==> config.mk <==
export PLATFORM = sky130hd
export DESIGN_NAME = pipe_stage
export DESIGN_NICKNAME = d
export VERILOG_FILES = /design/src/rtl/pipe_pkg.sv /design/src/rtl/pipe_sat_counter.sv /design/src/rtl/pipe_stage.sv
export SDC_FILE = /design/constraint.sdc
export NUM_CORES = 1
export LEC_CHECK = 0
export CORE_ASPECT_RATIO = 0.5
export CORE_MARGIN = 2
export CORE_UTILIZATION = 45
export CTS_BUF_LIST = sky130_fd_sc_hd__clkbuf_4 sky130_fd_sc_hd__clkbuf_8 sky130_fd_sc_hd__clkbuf_16
export DETAILED_ROUTE_END_ITERATION = 7
export GPL_TIMING_DRIVEN = 0
export PLACE_DENSITY = 0.74
export SLEW_MARGIN = 5
export SYNTH_ARGS = -nofsm -noshare
export SYNTH_HDL_FRONTEND = slang
export SYNTH_SLANG_ARGS = --single-unit
export TNS_END_PERCENT = 10
==> constraint.sdc <==
create_clock -name clk -period 2.1 [get_ports clk]
set_clock_uncertainty 0.2 [all_clocks]
set_input_delay 0.63 -clock clk [delete_from_list [all_inputs] [get_ports clk]]
set_output_delay 0.63 -clock clk [all_outputs]
set_load 0.03 [all_outputs]
==> src/rtl/pipe_pkg.sv <==
// pipe_pkg: shared definitions for the processor pipeline registers.
//   PC_W / XLEN      : program-counter and datapath widths.
//   *_payload_t      : packed field sets carried across each stage boundary.
//                      Instantiate pipe_stage with DATA_W = $bits(<stage>_payload_t).
package pipe_pkg;

  localparam int PC_W = 12;
  localparam int XLEN = 32;

  typedef enum logic [3:0] {
    ALU_ADD = 4'd0,
    ALU_SUB = 4'd1,
    ALU_AND = 4'd2,
    ALU_OR  = 4'd3,
    ALU_XOR = 4'd4,
    ALU_SLL = 4'd5,
    ALU_SRL = 4'd6,
    ALU_SLT = 4'd7
  } alu_op_e;

  typedef struct packed {
    logic [PC_W-1:0] pc;
    logic [XLEN-1:0] instr;
  } if_id_payload_t;

  typedef struct packed {
    logic [PC_W-1:0] pc;
    logic [XLEN-1:0] rs1_val;
    logic [XLEN-1:0] rs2_val;
    logic [XLEN-1:0] imm;
    logic [4:0]      rd;
    alu_op_e         alu_op;
    logic            mem_rd;
    logic            mem_wr;
    logic            reg_wr;
  } id_ex_payload_t;

  typedef struct packed {
    logic [XLEN-1:0] alu_res;
    logic [XLEN-1:0] store_val;
    logic [4:0]      rd;
    logic            mem_rd;
    logic            mem_wr;
    logic            reg_wr;
  } ex_mem_payload_t;

  typedef struct packed {
    logic [XLEN-1:0] wb_val;
    logic [4:0]      rd;
    logic            reg_wr;
  } mem_wb_payload_t;

endpackage

==> src/rtl/pipe_sat_counter.sv <==
// pipe_sat_counter: up-counter that sticks at its all-ones maximum.
//   clk, rst_n : clock, asynchronous active-low reset (count -> 0)
//   en_i       : count this cycle
//   cnt_o      : current count (registered)
module pipe_sat_counter #(
  parameter int W = 16
) (
  input  logic         clk,
  input  logic         rst_n,
  input  logic         en_i,
  output logic [W-1:0] cnt_o
);

  logic [W-1:0] cnt_q;
  logic [W-1:0] cnt_d;

  // Next count: increment unless already saturated.
  always_comb begin
    cnt_d = cnt_q;
    if (en_i && (cnt_q != {W{1'b1}})) begin
      cnt_d = cnt_q + {{(W-1){1'b0}}, 1'b1};
    end else begin
      cnt_d = cnt_q;
    end
  end

  // Count register.
  always_ff @(posedge clk or negedge rst_n) begin
    if (!rst_n) begin
      cnt_q <= {W{1'b0}};
    end else begin
      cnt_q <= cnt_d;
    end
  end

  assign cnt_o = cnt_q;

endmodule

==> src/rtl/pipe_stage.sv <==
// pipe_stage: elastic valid/ready pipeline register with flush and stall counter.
//   DATA_W : payload width; SKID : 1 = two-entry skid (registered in_ready),
//            0 = single entry (combinational in_ready); CNT_W : stall counter width.
//   clk, rst_n (async, active-low), flush (synchronous squash of held entries)
//   in_valid / in_ready / in_data    : upstream handshake
//   out_valid / out_ready / out_data : downstream handshake
//   stall_cnt : saturating count of cycles with out_valid && !out_ready
module pipe_stage
  import pipe_pkg::*;
#(
  parameter int DATA_W = XLEN,
  parameter int SKID   = 1,
  parameter int CNT_W  = 16
) (
  input  logic              clk,
  input  logic              rst_n,
  input  logic              flush,
  input  logic              in_valid,
  output logic              in_ready,
  input  logic [DATA_W-1:0] in_data,
  output logic              out_valid,
  input  logic              out_ready,
  output logic [DATA_W-1:0] out_data,
  output logic [CNT_W-1:0]  stall_cnt
);

  logic              main_v_q, main_v_d;
  logic [DATA_W-1:0] main_d_q, main_d_d;
  logic              skid_v_q, skid_v_d;
  logic [DATA_W-1:0] skid_d_q, skid_d_d;
  logic              push_s;
  logic              pop_s;

  // With a skid slot, in_ready comes straight from a flop; without it, a
  // popping main entry can be refilled in the same cycle.
  assign in_ready = (SKID != 0) ? !skid_v_q : (!main_v_q || out_ready);
  assign push_s   = in_valid && in_ready;
  assign pop_s    = main_v_q && out_ready;

  // Next-state for main and skid entries. Flush wins and drops any push;
  // data registers are left untouched on flush.
  always_comb begin
    main_v_d = main_v_q;
    main_d_d = main_d_q;
    skid_v_d = skid_v_q;
    skid_d_d = skid_d_q;
    if (flush) begin
      main_v_d = 1'b0;
      skid_v_d = 1'b0;
    end else if (SKID != 0) begin
      if (pop_s && skid_v_q) begin
        // in_ready is low here, so no push can coincide.
        main_d_d = skid_d_q;
        skid_v_d = 1'b0;
      end else if (push_s && (!main_v_q || pop_s)) begin
        main_v_d = 1'b1;
        main_d_d = in_data;
      end else if (push_s) begin
        skid_v_d = 1'b1;
        skid_d_d = in_data;
      end else if (pop_s) begin
        main_v_d = 1'b0;
      end else begin
        main_v_d = main_v_q;
      end
    end else begin
      if (push_s) begin
        main_v_d = 1'b1;
        main_d_d = in_data;
      end else if (pop_s) begin
        main_v_d = 1'b0;
      end else begin
        main_v_d = main_v_q;
      end
    end
  end

  // Entry registers; reset empties both entries immediately.
  always_ff @(posedge clk or negedge rst_n) begin
    if (!rst_n) begin
      main_v_q <= 1'b0;
      main_d_q <= {DATA_W{1'b0}};
      skid_v_q <= 1'b0;
      skid_d_q <= {DATA_W{1'b0}};
    end else begin
      main_v_q <= main_v_d;
      main_d_q <= main_d_d;
      skid_v_q <= skid_v_d;
      skid_d_q <= skid_d_d;
    end
  end

  assign out_valid = main_v_q;
  assign out_data  = main_d_q;

  pipe_sat_counter #(
    .W(CNT_W)
  ) u_stall_cnt (
    .clk   (clk),
    .rst_n (rst_n),
    .en_i  (main_v_q && !out_ready),
    .cnt_o (stall_cnt)
  );

endmodule

==> results of run 1 <==
per-stage QoR:
| step | utilization (%) | hold slack, ps |
|---|---|---|
| 2_1_floorplan | - | 134.4 |
| 3_3_place_gp | 58.57 | 266.3 |
| 3_5_place_dp | 58.79 | 279.2 |
| 4_1_cts | 62.31 | 78.63 |
| 5_1_grt | 62.60 | 108.6 |
| 6_report | 62.60 | 68.68 |
cell type report:
class                   instances  area, sq um  area share (%)
inverters                       4        15.01          0.3042
plain buffers                  15        116.4           2.357
flip-flops and latches         82         2052           41.57
well taps                     112        140.1           2.839
repair buffers                 92        852.1           17.26
clock inverters                 3        40.04          0.8112
multi-input cells             195         1466           29.71
clock buffers                  12        254.0           5.146
final timing paths:
path                                           start                    to  cells past startpoint
worst min register to register          skid_d_q[22]          skid_d_q[22]                      1
min in group clk                        skid_d_q[22]          skid_d_q[22]                      1
max in group asynchronous                      rst_n           out_data[0]                      2
worst max-delay path            u_stall_cnt.cnt_o[7]          stall_cnt[7]                      1
worst max register to register  u_stall_cnt.cnt_o[0]  u_stall_cnt.cnt_o[1]                      5
worst min-delay path                           rst_n          out_data[21]                      1
power by group through the flow:
| stage | Sequential (mW) | Combinational (mW) | Clock [mW] |
|---|---|---|---|
| after floorplan | 2.45 | 0.392 | 0 |
| after global placement | 2.15 | 1.23 | 0 |
| after detailed placement | 2.18 | 1.27 | 0 |
| after CTS | 2.15 | 1.16 | 1.57 |
| after global routing | 2.18 | 1.24 | 1.64 |
| final | 2.14 | 1.15 | 1.55 |
logic make-up after synthesis:
logic type	Yosys count	synth area share, %
XOR/XNOR	11	2.663
adder cells (fa/ha/maj)	1	0.3458
AO/OA/AOI/OAI	50	8.406
AND/OR/NAND/NOR	67	9.201
flip-flops	82	56.73
multiplexers	66	19.44
buffers and inverters	19	3.217
cell usage after synthesis (2+ instances only):
cell	count
mux2i_1	32
a211oi_1	3
buf_4	3
mux2_1	9
nand4_1	7
dfrtp_1	82
xnor2_1	6
nand2b_1	2
and3_1	4
a21oi_1	41
buf_6	3
xor2_1	5
mux2_2	25
inv_1	4
and4_1	2
nand3_1	4
buf_2	9
nand2_1	7
nor2_1	34
flip-flops by register name, summed over array words and instances (netlist names):
name               count
skid_d_q              32
out_valid              1
skid_v_q               1
out_data              32
u_stall_cnt.cnt_o     16
per-layer routing:
layer  part of all wire [%]  global-route usage [%]
met5                      0                       0
met3                    3.4                   5.864
met1                     44                   25.37
met2                     51                   34.77
met4                    1.1                   6.649
repair_timing:
action | 4_1_cts | 5_1_grt
endpoints found under the setup margin | 111 | 52
gates cloned | 1 | 0
setup buffers | 3 | 1
pin swaps | 1 | 2
hold buffers | 0 | 0
gates resized for setup | 56 | 11
==> out/metrics.csv, run 1 <==
stage;metric;value;unit
grt;GRT Util Overall;20.34;%
worst_setup_path;CP top delay family;flip-flops;
grt;largest net degree at the start of global routing;45;
logic_synthesis;top cells by area, synth;dfrtp_1, mux2i_1, mux2_2;
power;Lkg Pwr;2.399;nW
timing;final hold vios;0;
power;Pint;3.359;mW
final_layout;Final Cell Area;0.004936;sq mm
worst_setup_path;Startpoint Class;flop;
worst_setup_path;crit path max-delay cell type;dfrtp_1;
timing;Least-Margin Pin Slew;496.4;ps
place;Final GP Congestion;0.8639;
power;Power Density;981.2;mW/mm^2
final_layout;most common cell after layout, fill and taps aside;dfrtp_1;
floorplan;Core Region;0.007885;sq mm
logic_synthesis;cell taking the most area after synthesis;dfrtp_1;
routing;vias per std cell;5.146;
hold_path;Hold WC Path Type;in -> async;
timing;fin crit share;97.14;%
timing;final setup vio count;0;
clock_network;CTS Sinks;82;
logic_synthesis;Post-synth EDFFs;0;
final_layout;Final Instance Count excl. Fillers;515;
logic_synthesis;syn avg cell area;12.22;sq um
floorplan;Die Area;0.008815;sq mm
logic_synthesis;Yosys top cell area share;56.73;%
logic_synthesis;count of cell types in the netlist;33;
timing;PnR worst setup slack;60.05;ps
power;Clk pwr share;31.9;%
worst_setup_path;worst-path cell chain;dlygate4sd2_1;
floorplan;initial core utilization;45.87;%
logic_synthesis;sequential element share of the synthesized area;56.73;%
worst_setup_path;worst-path maximum fanout;6;
logic_synthesis;YS warnings;0;
final_layout;Filler cells;647;
floorplan;# rows;23;
worst_setup_path;flop-to-flop setup slack;140;ps
power;combinational share of power;23.8;%
timing;post-layout min period;2040;ps
clock_network;clock root cell;clkbuf_16;
logic_synthesis;post-synthesis async set-or-reset flop share;100.0;%
routing;drt total wl;8.269;mm
power;Flop pwr share;44.3;%
power;switching share of total power;30.65;%
timing;Worst slew margin;66.91;%
routing;Iter 0 DRT Violations;142;
routing;DRC Markers;0;
place;hpwl dp;5.806;mm
worst_setup_path;CP max stage delay;450;ps
worst_setup_path;critical path class;reg -> out;
final_layout;n_diodes;0;
worst_setup_path;Worst EP arrival;1210;ps
routing;routed vias;2650;
clock_network;H-Tree Level Count;3;
final_layout;most frequent cells in the layout;dfrtp_1, dlygate4sd2_1, a21oi_1, nor2_1, clkdlybuf4s50_1;
outcome;status;completed;
clock_network;Max clock buf depth;2;
final_layout;# nets final;437;
place;DP Cell Count;495;
routing;wire per inst;16.06;um
routing;final antenna-violating net count;0;
final_layout;fraction of layout cells with a size suffix above 1;17.62;%
worst_setup_path;Crit path buffers/inverters;1;
place;DP Area;0.004636;sq mm
power;total power;4.843;mW
grt;initial antenna violation count;0;
clock_network;number of CTS-inserted buffers;9;
logic_synthesis;flops & latches, synth;82;
floorplan;Die Ht;67.40;um
logic_synthesis;Post-synth top flop;dfrtp_1;
routing;first-pass detailed-route iteration total;4;
grt;first-pass GRT wire length;13.59;mm
floorplan;Die X;130.8;um
floorplan;IO Count;87;
logic_synthesis;Post-Syn Nets;334;
run;max cap viols;0;
place;Port Buf Inserts;86;
place;worst slack, placed;-562.9;ps
grt;gr ovfl total;0;
clock_network;clock latency on the worst-skew pair;330;ps
worst_setup_path;Worst setup EP type;output port;
timing;Max Clk Rate;490.2;MHz
worst_setup_path;worst path required time;1270;ps
timing;final max-slew violation count;0;
timing;Setup TNS Final;0;ps
grt;number of global-route vias before repair;2735;
clock_network;CTS tree;done;
power;Switching Power;1.484;mW
logic_synthesis;Post-Syn Area;0.003617;sq mm
clock_network;clock-pin slew on the worst setup and hold paths;60;ps
logic_synthesis;Post-Synthesis Cells;296;
final_layout;P&R area growth vs syn;36.46;%
power;Peak supply drop;0.0005294;V
Note: power is estimated with default switching activity, not from simulation.
==> run 2, diff against run 1 <==
--- a/config.mk
+++ b/config.mk
@@ -11,7 +11,8 @@
 export CTS_BUF_LIST = sky130_fd_sc_hd__clkbuf_4 sky130_fd_sc_hd__clkbuf_8 sky130_fd_sc_hd__clkbuf_16
 export DETAILED_ROUTE_END_ITERATION = 7
 export GPL_TIMING_DRIVEN = 0
-export PLACE_DENSITY = 0.74
+export PLACE_DENSITY = 0.76
+export SETUP_SLACK_MARGIN = 0.1
 export SLEW_MARGIN = 5
 export SYNTH_ARGS = -nofsm -noshare
 export SYNTH_HDL_FRONTEND = slang
==> constraint.sdc (replaced) <==
create_clock -name clk -period 1.65 [get_ports clk]
set_clock_uncertainty 0.2 [all_clocks]
set_input_delay 0.495 -clock clk [delete_from_list [all_inputs] [get_ports clk]]
set_output_delay 0.495 -clock clk [all_outputs]
set_load 0.03 [all_outputs]
==> out/metrics.csv, run 2 (synthesis gave the netlist of run 1 again) <==
stage;metric;value;unit;change
clock_network;clock root cell;clkbuf_16;;
run;max cap viols;0;;unchanged
place;worst slack, placed;-968.4;ps;-405.5 ps
routing;wire per inst;18.06;um;+13%
routing;final antenna-violating net count;0;;unchanged
worst_setup_path;worst setup path start;skid_v_q;;
worst_setup_path;worst setup path endpoint;skid_d_q[31];;
final_layout;n_diodes;0;;unchanged
floorplan;Die Area;0.008815;sq mm;unchanged
worst_setup_path;Startpoint Class;flop;;
worst_setup_path;worst path required time;1670;ps;+400 ps
worst_setup_path;worst-path cell chain;nand2b_4, nor3_4, buf_6, buf_12, mux2_2;;
worst_setup_path;Crit path buffers/inverters;2;;+1
place;Port Buf Inserts;86;;unchanged
worst_setup_path;Worst R2R End;skid_d_q[31];;
timing;final max-slew violation count;0;;unchanged
grt;gr ovfl total;0;;unchanged
place;Final GP Congestion;0.8110;;-6.1%
power;Lkg Pwr;2.599;nW;+8.3%
timing;PnR worst setup slack;-132.0;ps;-192.1 ps
clock_network;H-Tree Level Count;3;;unchanged
timing;unrepaired setup endpoints after global routing;true;;
worst_setup_path;CP max stage delay;400;ps;-50 ps
power;Peak supply drop;0.0005974;V;+13%
final_layout;fraction of layout cells with a size suffix above 1;45.37;%;+28 points
worst_setup_path;worst-path maximum fanout;10;;+4
worst_setup_path;reg2reg start;skid_v_q;;
clock_network;Max clock buf depth;2;;unchanged
clock_network;CTS tree;done;;
power;Power Density;1174;mW/mm^2;+20%
floorplan;Die X;130.8;um;unchanged
floorplan;# rows;23;;unchanged
hold_path;Hold WC Path Type;reg -> reg;;
floorplan;Core Region;0.007885;sq mm;unchanged
clock_network;CTS Sinks;82;;unchanged
floorplan;initial core utilization;45.87;%;unchanged
worst_setup_path;critical path class;reg -> reg;;
routing;drt total wl;9.827;mm;+19%
clock_network;clock-pin slew on the worst setup and hold paths;60;ps;about the same
outcome;failing checks;setup timing;;
routing;routed vias;2819;;+6.4%
routing;Iter 0 DRT Violations;168;;+18%
grt;first-pass GRT wire length;14.82;mm;+9.1%
worst_setup_path;CP top delay family;flip-flops;;
routing;first-pass detailed-route iteration total;4;;unchanged
timing;Max Clk Rate;561.2;MHz;
final_layout;final core utilization;70.90;%;+8.3 points
worst_setup_path;Worst setup EP type;flop;;
final_layout;most frequent cells in the layout;dfrtp_1, clkdlybuf4s15_2, a21oi_1;;
worst_setup_path;Worst EP arrival;1810;ps;+600 ps
grt;GRT Util Overall;22.41;%;+2.1 points
routing;vias per std cell;5.182;;+0.71%
timing;fin crit share;108.0;%;
timing;final hold vios;0;;unchanged
floorplan;IO Count;87;;unchanged
timing;post-layout min period;1782;ps;
timing;final setup vio count;115;;+115
timing;Least-Margin Pin Slew;330.6;ps;-165.7 ps
grt;initial antenna violation count;0;;unchanged
clock_network;number of CTS-inserted buffers;9;;unchanged
timing;Worst slew margin;77.96;%;+11 points
worst_setup_path;FF-to-FF path depth;5;;unchanged
worst_setup_path;stages on the worst setup path;5;;+4
worst_setup_path;flop-to-flop setup slack;-130;ps;-270 ps
routing;DRC Markers;0;;unchanged
timing;Setup TNS Final;-8780;ps;-8780 ps
outcome;status;complete, but fails checks;;
grt;largest net degree at the start of global routing;67;;+49%
worst_setup_path;crit path max-delay cell type;dfrtp_1;;
final_layout;most common cell after layout, fill and taps aside;dfrtp_1;;
place;hpwl dp;5.808;mm;about the same
clock_network;clock latency on the worst-skew pair;340;ps;about the same
floorplan;Die Ht;67.40;um;unchanged
grt;number of global-route vias before repair;2880;;+5.3%
final_layout;# nets final;465;;+6.4%
final_layout;P&R area growth vs syn;54.55;%;
[run 2: per-layer routing]
| metal | vias to the layer above | routed length [um] | track usage [%] |
|---|---|---|---|
| met3 | 15 | 366 | 6.101 |
| li1 | 1307 | - | - |
| met1 | 1442 | 4186 | 28.38 |
| met4 | 0 | 159 | 7.580 |
| met5 | - | 0 | 0 |
| met2 | 55 | 5115 | 37.96 |
[run 2: through the flow]
stage	instance area (sq um)	power (mW)	cells	hold WS (ps)
finish	5590	6.562	544	289.5
global route	5590	6.828	544	311.8
CTS	5418	6.482	533	288.6
detailed placement	4733	4.459	495	182.6
global placement	4708	4.364	494	264.0
floorplan	3707	3.686	296	-0.5910
[run 2: report_power, final]
group	internal [mW]	switching, mW	total (mW)
clock	1.07	0.798	1.87
sequential	2.45	0.329	2.78
combinational	0.937	0.974	1.91
[run 2: timing repair]
| item | 4_1_cts | 5_1_grt |
|---|---|---|
| setup endpoints to repair | 131 | 131 |
| pin swaps | 16 | 9 |
| setup buffers | 19 | 10 |
| gates cloned | 3 | 1 |
| gates resized for setup | 248 | 24 |
| hold endpoints to repair | 16 | 0 |
| hold buffers | 1 | 0 |
[run 2: how the worst min path moves through the flow]
stage          cells past startpoint                   end                  from  slack [ps]
3_5_place_dp                       1          skid_d_q[23]                 rst_n         180
2_1_floorplan                      0           out_data[0]                 rst_n        -0.6
6_report                           1  u_stall_cnt.cnt_o[6]  u_stall_cnt.cnt_o[6]         290
3_3_place_gp                       1  u_stall_cnt.cnt_o[6]  u_stall_cnt.cnt_o[6]         260
4_1_cts                            1  u_stall_cnt.cnt_o[6]  u_stall_cnt.cnt_o[6]         290
5_1_grt                            1  u_stall_cnt.cnt_o[6]  u_stall_cnt.cnt_o[6]         310
[run 2: worst reg2reg max path: cells and delay by family (launching register included)]
family,cells,cell delay (ps)
DFF,1,400
muxes,1,340
buffers and inverters,2,340
and+or+nand+nor,2,380
[run 2: area by class of cell]
| class | count | area (sq um) |
|---|---|---|
| Fill cell | 508 | 2295 |
| Sequential cell | 82 | 2071 |
| Multi-Input combinational cell | 195 | 1664 |
| Timing Repair Buffer | 121 | 1251 |
| Clock buffer | 11 | 246.5 |
| Buffer | 14 | 170.2 |
| Tap cell | 112 | 140.1 |
| Clock inverter | 5 | 30.03 |
| Inverter | 4 | 17.52 |
